[config.mk]
export PLATFORM = sky130hd
export DESIGN_NAME = regfile_reader_flat
export DESIGN_NICKNAME = d
export VERILOG_FILES = /design/src/rtl/regfile_pkg.sv /design/src/rtl/regfile_reader_if.sv /design/src/rtl/regfile_reader_wrap_counter.sv /design/src/rtl/regfile_reader.sv /design/src/flat_wrapper.sv
export SDC_FILE = /design/constraint.sdc
export NUM_CORES = 1
export LEC_CHECK = 0
export ABC_AREA = 1
export CAP_MARGIN = 30
export CORE_ASPECT_RATIO = 0.75
export CORE_UTILIZATION = 41
export CTS_CLUSTER_DIAMETER = 200
export CTS_CLUSTER_SIZE = 20
export DETAILED_ROUTE_END_ITERATION = 8
export GPL_TIMING_DRIVEN = 0
export MAX_ROUTING_LAYER = met4
export PLACE_DENSITY = 0.83
export SYNTH_ARGS = -nofsm -noshare
export SYNTH_HDL_FRONTEND = slang
export SYNTH_SLANG_ARGS = --single-unit
[constraint.sdc]
create_clock -name clk -period 1.7 [get_ports clk]
set_clock_uncertainty 0.15 [all_clocks]
set_input_delay 0.425 -clock clk [delete_from_list [all_inputs] [get_ports clk]]
set_output_delay 0.425 -clock clk [all_outputs]
set_load 0.05 [all_outputs]
[src/rtl/regfile_pkg.sv]
// Types and default sizes shared by the register file and its read-out engine.
package regfile_pkg;

  typedef enum logic [1:0] {
    IDLE,
    FETCH,
    HOLD
  } rr_state_t;

  localparam int REG_COUNT  = 32;
  localparam int REG_WIDTH  = 32;
  localparam int REG_ADDR_W = 5;

endpackage

[src/rtl/regfile_reader_if.sv]
// Control, register-file read port and output stream of the read-out engine.
interface regfile_reader_if #(
  parameter int ADDR_W = 5,
  parameter int WIDTH  = 32
);
  logic              start;
  logic [ADDR_W-1:0] first_addr;
  logic [ADDR_W-1:0] last_addr;
  logic [ADDR_W-1:0] rd_addr;
  logic [WIDTH-1:0]  rd_data;
  logic              out_valid;
  logic              out_ready;
  logic [ADDR_W-1:0] out_addr;
  logic [WIDTH-1:0]  out_data;
  logic              busy;
  logic              done;

  // master: the reader itself; slave: register file plus consumer side
  modport master (
    input  start, first_addr, last_addr, rd_data, out_ready,
    output rd_addr, out_valid, out_addr, out_data, busy, done
  );

  modport slave (
    output start, first_addr, last_addr, rd_data, out_ready,
    input  rd_addr, out_valid, out_addr, out_data, busy, done
  );
endinterface

[src/rtl/regfile_reader_wrap_counter.sv]
// Loadable address walker: holds the current index and the latched end bound.
module wrap_counter #(
  parameter int ADDR_W = 5
) (
  input  logic              clk,
  input  logic              reset,
  input  logic              load,
  input  logic [ADDR_W-1:0] first,
  input  logic [ADDR_W-1:0] bound,
  input  logic              inc,
  output logic [ADDR_W-1:0] idx,
  output logic              at_last
);

  logic [ADDR_W-1:0] last;

  // Register count is a power of two, so natural overflow is the modulo wrap.
  always_ff @(posedge clk) begin
    if (reset) begin
      idx  <= '0;
      last <= '0;
    end else if (load) begin
      idx  <= first;
      last <= bound;
    end else if (inc) begin
      idx  <= idx + ADDR_W'(1);
    end
  end

  assign at_last = (idx == last);

endmodule

[src/rtl/regfile_reader.sv]
// Walks a latched address range and streams {address, value} pairs out of the
// register file's combinational read port over a valid/ready handshake.
//
// state | meaning
// IDLE  | waiting for start; range latched when start is seen
// FETCH | rd_addr = idx; word captured at the end of this cycle
// HOLD  | word presented, waiting for out_ready
module regfile_reader
  import regfile_pkg::*;
#(
  parameter int NUM_REGS = REG_COUNT,
  parameter int WIDTH    = REG_WIDTH,
  parameter int ADDR_W   = $clog2(NUM_REGS)
) (
  input  logic             clk,
  input  logic             reset,
  regfile_reader_if.master bus
);

  rr_state_t state, state_nxt;

  logic              load;
  logic              inc;
  logic              at_last;
  logic              hs;
  logic [ADDR_W-1:0] idx;
  logic              out_valid_q;
  logic              done_q;
  logic [ADDR_W-1:0] out_addr_q;
  logic [WIDTH-1:0]  out_data_q;

  wrap_counter #(.ADDR_W(ADDR_W)) u_wrap_counter (
    .clk     (clk),
    .reset   (reset),
    .load    (load),
    .first   (bus.first_addr),
    .bound   (bus.last_addr),
    .inc     (inc),
    .idx     (idx),
    .at_last (at_last)
  );

  assign hs = out_valid_q & bus.out_ready;

  always_ff @(posedge clk) begin
    if (reset) state <= IDLE;
    else       state <= state_nxt;
  end

  always_comb begin
    state_nxt = state;
    load      = 1'b0;
    inc       = 1'b0;
    case (state)
      IDLE: begin
        if (bus.start) begin
          load      = 1'b1;
          state_nxt = FETCH;
        end
      end
      FETCH: state_nxt = HOLD;
      HOLD: begin
        if (hs) begin
          if (at_last) begin
            state_nxt = IDLE;
          end else begin
            inc       = 1'b1;
            state_nxt = FETCH;
          end
        end
      end
      default: state_nxt = IDLE;
    endcase
  end

  // The word is sampled at the edge ending FETCH, so a write landing in that
  // same cycle is what the consumer sees.
  always_ff @(posedge clk) begin
    if (reset) begin
      out_valid_q <= 1'b0;
      done_q      <= 1'b0;
      out_addr_q  <= '0;
      out_data_q  <= '0;
    end else begin
      done_q <= (state == HOLD) && hs && at_last;
      if (state == FETCH) begin
        out_valid_q <= 1'b1;
        out_addr_q  <= idx;
        out_data_q  <= bus.rd_data;
      end else if (hs) begin
        out_valid_q <= 1'b0;
      end
    end
  end

  assign bus.rd_addr   = idx;
  assign bus.out_valid = out_valid_q;
  assign bus.out_addr  = out_addr_q;
  assign bus.out_data  = out_data_q;
  assign bus.busy      = (state != IDLE);
  assign bus.done      = done_q;

endmodule

[src/flat_wrapper.sv]
// flat-port wrapper written by rule: the top's interface ports become plain ports
module regfile_reader_flat import regfile_pkg::*;
#(
  parameter int NUM_REGS = REG_COUNT,
  parameter int WIDTH    = REG_WIDTH,
  parameter int ADDR_W   = $clog2(NUM_REGS)
)
  (clk, reset, bus_start, bus_first_addr, bus_last_addr, bus_rd_data, bus_out_ready, bus_rd_addr, bus_out_valid, bus_out_addr, bus_out_data, bus_busy, bus_done);
  regfile_reader_if #(.ADDR_W(ADDR_W), .WIDTH(WIDTH)) bus_i ();
  input  logic clk;
  input  logic reset;
  input wire logic [$bits(bus_i.start)-1:0] bus_start;
  input wire logic [$bits(bus_i.first_addr)-1:0] bus_first_addr;
  input wire logic [$bits(bus_i.last_addr)-1:0] bus_last_addr;
  input wire logic [$bits(bus_i.rd_data)-1:0] bus_rd_data;
  input wire logic [$bits(bus_i.out_ready)-1:0] bus_out_ready;
  output wire logic [$bits(bus_i.rd_addr)-1:0] bus_rd_addr;
  output wire logic [$bits(bus_i.out_valid)-1:0] bus_out_valid;
  output wire logic [$bits(bus_i.out_addr)-1:0] bus_out_addr;
  output wire logic [$bits(bus_i.out_data)-1:0] bus_out_data;
  output wire logic [$bits(bus_i.busy)-1:0] bus_busy;
  output wire logic [$bits(bus_i.done)-1:0] bus_done;
  assign bus_i.start = bus_start;
  assign bus_i.first_addr = bus_first_addr;
  assign bus_i.last_addr = bus_last_addr;
  assign bus_i.rd_data = bus_rd_data;
  assign bus_i.out_ready = bus_out_ready;
  assign bus_rd_addr = bus_i.rd_addr;
  assign bus_out_valid = bus_i.out_valid;
  assign bus_out_addr = bus_i.out_addr;
  assign bus_out_data = bus_i.out_data;
  assign bus_busy = bus_i.busy;
  assign bus_done = bus_i.done;
  regfile_reader #(.NUM_REGS(NUM_REGS), .WIDTH(WIDTH), .ADDR_W(ADDR_W)) u_core (.clk(clk), .reset(reset), .bus(bus_i));
endmodule
==> Yosys cells after proc, flatten, opt, wreduce, memory -nomap -nowiden <==
Cells that the tools add are included.
{ "totals": {"regBits": 51, "input_bits": 46} }
{ "classes": {"addsub": 1, "n_eq_ne": 5, "bitwise_logic": 1, "n_reduce_logical": 7, "n_mux": 13} }
{ "op_table": {"columns": ["operator", "n"], "rows": [
  ["$mux 5", 2],
  ["$mux 1", 8],
  ["$pmux 2 s3", 1],
  ["$reduce_bool 2->1", 3],
  ["$add 5x1->5 const B", 1],
  ["$eq 5x5->1", 1],
  ["$mux 2", 2],
  ["$eq 2x1->1 const B", 1],
  ["$eq 2x2->1 const B", 1],
  ["$logic_and 1x1->1", 2],
  ["$logic_not 2->1", 1],
  ["$ne 2x1->1 const B", 1],
  ["$ne 2x2->1 const B", 1],
  ["$reduce_and 2->1", 1],
  ["$and 1x1->1", 1]
]} }

==> Longest topological paths before layout <==
Gate-level depths: netlist (run 1).
{ "depth": {"depth_word": 6, "mapped_depth": 10} }

==> Modules after synthesis <==
A second synthesis (run 1) with hierarchy kept.
{ "unflattened": {"hier_cells": 261, "hier_area_um2": 2021.9} }
{ "modules_own_cells": {"columns": ["mod", "instances", "area_each_um2", "cells_per_inst"], "rows": [
  ["regfile_reader", 1, 1493.9, 189],
  ["wrap_counter", 1, 528.0, 72]
]} }

==> Least setup slack after synthesis (run 1) <==
Ideal clock, no wire load.
{ "synth_path": {"path_type": "register to register", "startpoint": "register u_core.u_wrap_counter.idx[0]", "endpoint": "register u_core.u_wrap_counter.idx[4]", "arrival_ns": 1.546, "synth_period_minus_slack_ns": 1.758, "setup_slack_ns": -0.058, "setup_ns": 0.062, "stages_incl_launch_ff": 10, "cell_sequence": "dfxtp_1 ha_1 nand2_1 o21ai_0 nand2_1 o21ai_1 inv_1 nand2_1 nand2_1 nor2_2"} }
{ "synth_between": {"elab_chain_cells": 5} }
{ "synth_lines": {"columns": ["item", "line_no", "source"], "rows": [
  ["from (decl)", "regfile_reader_wrap_counter.sv:11", "output logic [ADDR_W-1:0] idx,"],
  ["from (signal assigned)", "regfile_reader_wrap_counter.sv:23", "idx <= first;"],
  ["from (signal assigned)", "regfile_reader_wrap_counter.sv:26", "idx <= idx + ADDR_W'(1);"],
  ["branches (longest 5 deep; another with $add 5x1->5)", null, null]
]} }
Parallel ways; which one is timed is not known. The select of a mux whose other input is x is not followed.
A chain may end at the register's enable or synchronous reset.

==> Final worst setup path (run 1) <==
{ "layout_path": {"startpoint": "register u_core.state[1]", "endpoint": "output port bus_busy"} }
{ "layout_between": {"elab_chain_cells": 1} }
{ "layout_lines": {"columns": ["item", "line_no", "source"], "rows": [
  ["from (decl)", "regfile_reader.sv:20", "rr_state_t state, state_nxt;"],
  ["from (signal assigned)", "regfile_reader.sv:47", "else state <= state_nxt;"],
  ["$reduce_bool 2->1", "regfile_reader.sv:100", "assign bus.busy = (state != IDLE);"],
  ["to (decl)", "flat_wrapper.sv:21", "output wire logic [$bits(bus_i.busy)-1:0] bus_busy;"]
]} }
Every way passes these cells.

==> results of run 1 <==
cell families (layout without fill, tap and decap cells):
group                      Yosys count  in the layout  synth area share
DFF                                 51             51            0.5122
buffers and inverters               32            129           0.06529
AOI/OAI and AO/OA                   59             59            0.1481
adders and majority gates            1              1          0.006276
xor gates and xnor gates             2              2          0.008790
and+or+nand+nor                    125            125            0.2593
per-layer routing:
| layer | part of all wire | vias up | track usage | wire [um] |
|---|---|---|---|---|
| met3 | 0.080 | 11 | 0.06277 | 422 |
| met1 | 0.47 | 911 | 0.2999 | 2488 |
| met2 | 0.43 | 81 | 0.3523 | 2276 |
| met4 | 0.014 | 0 | 0.06466 | 75 |
| met5 | 0 | - | - | 0 |
| li1 | - | 1042 | - | - |
power breakdown:
group	internal [mW]	switching (mW)	leakage, nW
Combinational	0.311	0.561	0.849
Clock	0.290	0.381	0.0422
Sequential	1.30	0.0683	0.420
Total	1.90	1.01	1.31
synthesized netlist by cell type:
cell type	count
ha_1	1
xor2_1	1
o21ai_1	31
nand2_4	1
nor2_1	75
buf_4	1
nor2_2	5
a21oi_1	13
inv_2	6
clkbuf_1	7
or2_2	1
o21ai_0	15
nand3_1	4
nand2_1	35
nor4_1	1
nor3_1	1
inv_1	13
xnor2_1	1
nand3_4	1
buf_2	5
nand2_2	1
dfxtp_1	51
flip-flops by register name, summed over array words and instances, names as in the netlist:
name	count
u_core.state	2
u_core.u_wrap_counter.idx	5
u_core.bus.out_valid	1
u_core.u_wrap_counter.last	5
u_core.bus.done	1
u_core.bus.out_addr	5
u_core.bus.out_data	32
cells in the final DEF (no fill, tap or decap):
cell type,instances
a21oi_1,13
buf_2,7
buf_4,2
clkbuf_1,7
clkbuf_2,1
clkbuf_4,1
clkbuf_8,5
clkdlybuf4s15_2,40
clkdlybuf4s18_2,1
clkdlybuf4s50_1,45
clkinv_2,1
dfxtp_1,48
dfxtp_2,3
ha_1,1
inv_1,13
inv_2,6
nand2_1,35
nand2_2,1
nand2_4,1
nand3_1,4
nand3_4,1
nor2_1,75
nor2_2,4
nor2_4,1
nor3_1,1
nor4_1,1
o21ai_0,15
o21ai_1,31
or2_2,1
xnor2_1,1
xor2_1,1
per-stage QoR:
step | cells | util
6_report | 424 | 0.6754
3_3_place_gp | 417 | 0.6494
3_5_place_dp | 417 | 0.6494
4_1_cts | 424 | 0.6760
5_1_grt | 424 | 0.6754
2_1_floorplan | 270 | -
worst max-delay path, stage by stage (launching register included):
cell	delay [ps]
dfxtp_1	390
inv_2	80
nand2_1	60
buf_2	260
area by class of cell:
cell class	count	area, sq um
inverter	19	71.32
clock buffer	7	76.32
tap	57	71.32
clock inverter	1	5.005
timing repair buffer	90	930.9
multi-input combinational	187	847.1
fill	409	1484
sequential	51	1025
buffer	12	61.31
how the worst max path moves through the flow:
stage                     slack [ps]  depth (start not counted)                      endpoint                         start
after CTS                          4                          6        u_core.bus.out_data[8]                         reset
after global placement          -320                          6       u_core.bus.out_data[10]                         reset
after detailed placement        -320                          6        u_core.bus.out_data[7]                         reset
after floorplan                   10                          9  u_core.u_wrap_counter.idx[3]  u_core.u_wrap_counter.idx[3]
after global routing             0.6                          3                      bus_busy               u_core.state[1]
final                             30                          3                      bus_busy               u_core.state[1]
==> impl_metrics.yaml, run 1 <==
run_status:
  status: "completed"
floorplanning:
  die_w_um: 82.51
  initial_core_util: 0.4360
  die-area_sq_mm: 0.005147
  pin_count: 91
  die_h_um: 62.38
  coreArea_sq_mm: 0.004572
  rows: 21
route:
  ant_nets: 0
  num_vias: 2045
  wl_mm: 5.262
  drc: 0
  firstDrtPassIters: 5
  wl_per_cell_um: 12.41
  routed_via_density: 4.823
  first_iter_violations: 91
sta:
  worst_pin_slew_ps: 505.5
  slew_headroom: 0.6630
  grt_setup_unrepaired: "no"
  setup_viol: 0
  min_period_ps: 1669
  finalCritPeriodShare: 0.9819
  hold_ws_ps: 334.6
  fin_ws_ps: 30.81
  hold_viol_final: 0
  final_max_slew_viol_count: 0
  timing.fmax_ghz: 0.5991
  final.setup.tns_ps: 0
worst_setup_path:
  r2r_setup_slack_ps: 140
  r2r_cells: 10
  path_max_fanout: 3
  criticalPathCategory: "reg2out"
  endpoint_kind: "output pin"
  arrival_ps: 1090
  cp.required_ps: 1120
  worstReg2RegEnd: "u_core.u_wrap_counter.idx[3]"
  r2r-start: "u_core.u_wrap_counter.idx[3]"
  cp-start-kind: "register"
yosys:
  synthCells: 270
  syn-num-nets: 317
  ys.warnings.count: 0
  ys_seq_area_frac: 0.5122
  yosys.cell_types.count: 22
  synth_top_area_frac: 0.5122
  synth.area.top_cells: "dfxtp_1 (51%), nor2_1 (14%), o21ai_1 (7.8%), nand2_1 (6.6%), o21ai_0 (3.8%)"
  ys_seq_elements: 51
  yosysTopAreaCell: "dfxtp_1"
  syn_area_per_cell_sq_um: 7.382
  syn_area_sq_mm: 0.001993
grt:
  antenna_found_initial: 0
  grt_util_all_layers: 0.2310
  grt_pass1_wl_mm: 8.866
  grt_max_degree: 20
  gr-total-overflow: 0
  grt_pass1_vias: 1947
worst_hold_path:
  hold_class: "reg2reg"
  min_from: "u_core.u_wrap_counter.last[0]"
  whs_endpoint: "u_core.u_wrap_counter.last[0]"
  holdPathStages: 2
clock_tree:
  cts_num_sinks: 51
  clk_pin_slew_ps: 90
  clock_latency_ps: 300
  numCtsBuffers: 5
  h-tree-depth: 2
  root_buffer: "clkbuf_8"
  ctsHoldBuffers: 0
  post_cts_buffers: 0
  cts_resized: 139
  cts_tree: "yes"
  cts_buffer_depth: 2
pwr:
  peakVddDrop_v: 0.0005873
  p_total_mw: 2.908
  power_density_mw_per_mm2: 941.7
  leakage_nw: 1.311
finish:
  area_delta_synth_final_pct: 54.93
  fin_area_sq_mm: 0.003088
  nNetsFinal: 413
  num_antenna_cells: 0
  drive_above_1_share: 0.2071
placed_design:
  placed_area_sq_mm: 0.002969
  hpwl_mm: 3.835
  dp_slack_ps: -315.2
  portBuffers: 90
  globalplace.congestion: 0.8092
flow_run:
  cap_viol_max_count: 0
Note: power is estimated with default switching activity, not from simulation.
==> run 2, diff against run 1 <==
--- a/config.mk
+++ b/config.mk
@@ -6,9 +6,10 @@
 export NUM_CORES = 1
 export LEC_CHECK = 0
 export ABC_AREA = 1
-export CAP_MARGIN = 30
+export CELL_PAD_IN_SITES_DETAIL_PLACEMENT = 0
+export CELL_PAD_IN_SITES_GLOBAL_PLACEMENT = 1
 export CORE_ASPECT_RATIO = 0.75
-export CORE_UTILIZATION = 41
+export CORE_UTILIZATION = 28
 export CTS_CLUSTER_DIAMETER = 200
 export CTS_CLUSTER_SIZE = 20
 export DETAILED_ROUTE_END_ITERATION = 8
==> run 2 against run 1 <==
  * Sequential share of layout area fell by 0.55 points
  * Total power rose by 2.9%
  * Worst hold slack lost 5.8 ps
  * Largest power group unchanged
  * Core utilization down 21 points
  * Combinational power hardly changed
  * Critical path type unchanged
  * Critical path depth decreased by 2
  * Critical endpoint is now bus_rd_addr[2]
  * Non-clock buffer count rose by 1
==> impl_metrics.yaml, run 2 (synthesized netlist as in run 1, its figures left out) <==
sta:
  slew_headroom: 0.6661
  final.setup.tns_ps: 0
  fin_ws_ps: 38.59
  min_period_ps: 1661
  worst_pin_slew_ps: 500.9
  setup_viol: 0
  finalCritPeriodShare: 0.9773
  hold_viol_final: 0
  timing.fmax_ghz: 0.6019
  final_max_slew_viol_count: 0
  grt_setup_unrepaired: "no"
finish:
  nNetsFinal: 414
  num_antenna_cells: 0
  largest_reg_flops: 32
  layout_common_cells: "nor2_1 (75), dfxtp_1 (46), clkdlybuf4s50_1 (45)"
  final_common_cell: "nor2_1"
  drive_above_1_share: 0.2174
  area_delta_synth_final_pct: 57.94
  final_cells: 452
  fin_area_sq_mm: 0.003148
  fillers: 717
placed_design:
  globalplace.congestion: 0.7486
  dp_cells: 444
  placed_area_sq_mm: 0.003003
  dp_slack_ps: -391.1
  portBuffers: 90
  hpwl_mm: 4.171
grt:
  grt_max_degree: 15
  grt_util_all_layers: 0.1601
  antenna_found_initial: 0
  grt_pass1_vias: 1873
  grt_pass1_wl_mm: 8.935
  gr-total-overflow: 0
worst_hold_path:
  hold_class: "reg2reg"
worst_setup_path:
  slowest_stage: "dfxtp_2"
  endpoint_kind: "output pin"
  path_max_fanout: 6
  cp.required_ps: 1120
  arrival_ps: 1090
  criticalPathCategory: "reg2out"
  worst-path-buf-inv: 1
  cp_top_family: "flip-flops"
  worstPathCellList: "clkdlybuf4s18_2"
  cp-start-kind: "register"
  cp_slowest_stage_delay_ps: 410
clock_tree:
  h-tree-depth: 2
  numCtsBuffers: 5
  cts_buffer_depth: 2
  root_buffer: "clkbuf_8"
  cts_num_sinks: 51
  post_cts_buffers: 0
  ctsHoldBuffers: 0
  clk_pin_slew_ps: 90
  clock_latency_ps: 290
  cts_tree: "yes"
route:
  routed_via_density: 4.425
  ant_nets: 0
  firstDrtPassIters: 4
  wl_per_cell_um: 12.29
  wl_mm: 5.553
  num_vias: 2000
  drc: 0
  first_iter_violations: 91
pwr:
  peakVddDrop_v: 0.0004215
  clkPwrFrac: 0.252
  power_frac_seq: 0.456
  power_density_mw_per_mm2: 950.9
  p_total_mw: 2.993
  p_sw_mw: 1.011
  p_comb_frac: 0.292
  leakage_nw: 1.325
  power_switching_share: 0.3378
  p_int_mw: 1.982
floorplanning:
  pin_count: 91
  die_h_um: 75.07
  initial_core_util: 0.2918
  rows: 26
  coreArea_sq_mm: 0.006832
  die-area_sq_mm: 0.007463
  die_w_um: 99.43
run_status:
  status: "completed"
flow_run:
  cap_viol_max_count: 0
==> run 2: layer usage <==
metal  global-route usage  routed length [um]
met3              0.03343                 272
met1               0.2144                2732
met4              0.04412                  35
met2               0.2461                2512
met5                    -                   0
==> run 2: final timing paths <==
path	from	to	slack (ps)	cells past startpoint
setup / recovery	u_core.u_wrap_counter.idx[2]	bus_rd_addr[2]	40	1
hold / removal	u_core.u_wrap_counter.last[3]	u_core.u_wrap_counter.last[3]	330	2
setup reg to reg	u_core.u_wrap_counter.idx[1]	u_core.u_wrap_counter.idx[0]	150	9
hold reg to reg	u_core.u_wrap_counter.last[3]	u_core.u_wrap_counter.last[3]	330	2
==> run 2: area by class of cell <==
class                           instances  area, sq um  share of cell area
Tap cell                               84        105.1             0.03339
Sequential cell                        51         1027              0.3263
Timing Repair Buffer                   90        933.4              0.2965
Inverter                               19        71.32             0.02266
Buffer                                 13        63.81             0.02027
Multi-Input combinational cell        187        847.1              0.2691
Clock buffer                            8        100.1             0.03180
==> run 2: per-stage QoR <==
stage | hold slack (ps) | util
final | 328.7 | 0.4608
after global routing | 363.6 | 0.4608
after CTS | 331.7 | 0.4608
after detailed placement | 315.0 | 0.4396
after global placement | 303.5 | 0.4396
after floorplan | 293.2 | -
==> run 2: power groups by stage <==
stage          clock, mW  sequential (mW)  combinational [mW]
6_report           0.754             1.37               0.873
5_1_grt            0.844             1.38               0.946
4_1_cts            0.793             1.37               0.880
3_5_place_dp           0             1.39               0.904
3_3_place_gp           0             1.39               0.897
2_1_floorplan          0             1.68               0.263
==> run 2: worst register-to-register path: stages, from the launching register on <==
cell and delay, ps:
dfxtp_2 390, inv_1 70, nand2_1 60, nand2_1 50, nor2_1 170, nand3_1 140, nand2_2 140, nand2_4 100
nor2_1 120, nor2_2 50
==> run 2: what timing repair did <==
action | 4_1_cts | 5_1_grt
pin swaps | 0 | 0
resized for setup | 140 | 10
endpoints found under the setup margin | 65 | 19
==> run 3, diff against run 2 <==
--- a/config.mk
+++ b/config.mk
@@ -14,6 +14,7 @@
 export CTS_CLUSTER_SIZE = 20
 export DETAILED_ROUTE_END_ITERATION = 8
 export GPL_TIMING_DRIVEN = 0
+export HOLD_SLACK_MARGIN = 0.08
 export MAX_ROUTING_LAYER = met4
 export PLACE_DENSITY = 0.83
 export SYNTH_ARGS = -nofsm -noshare
==> results of run 3 <==
No change in the layout: final DEF, timing and power equal those of run 2.
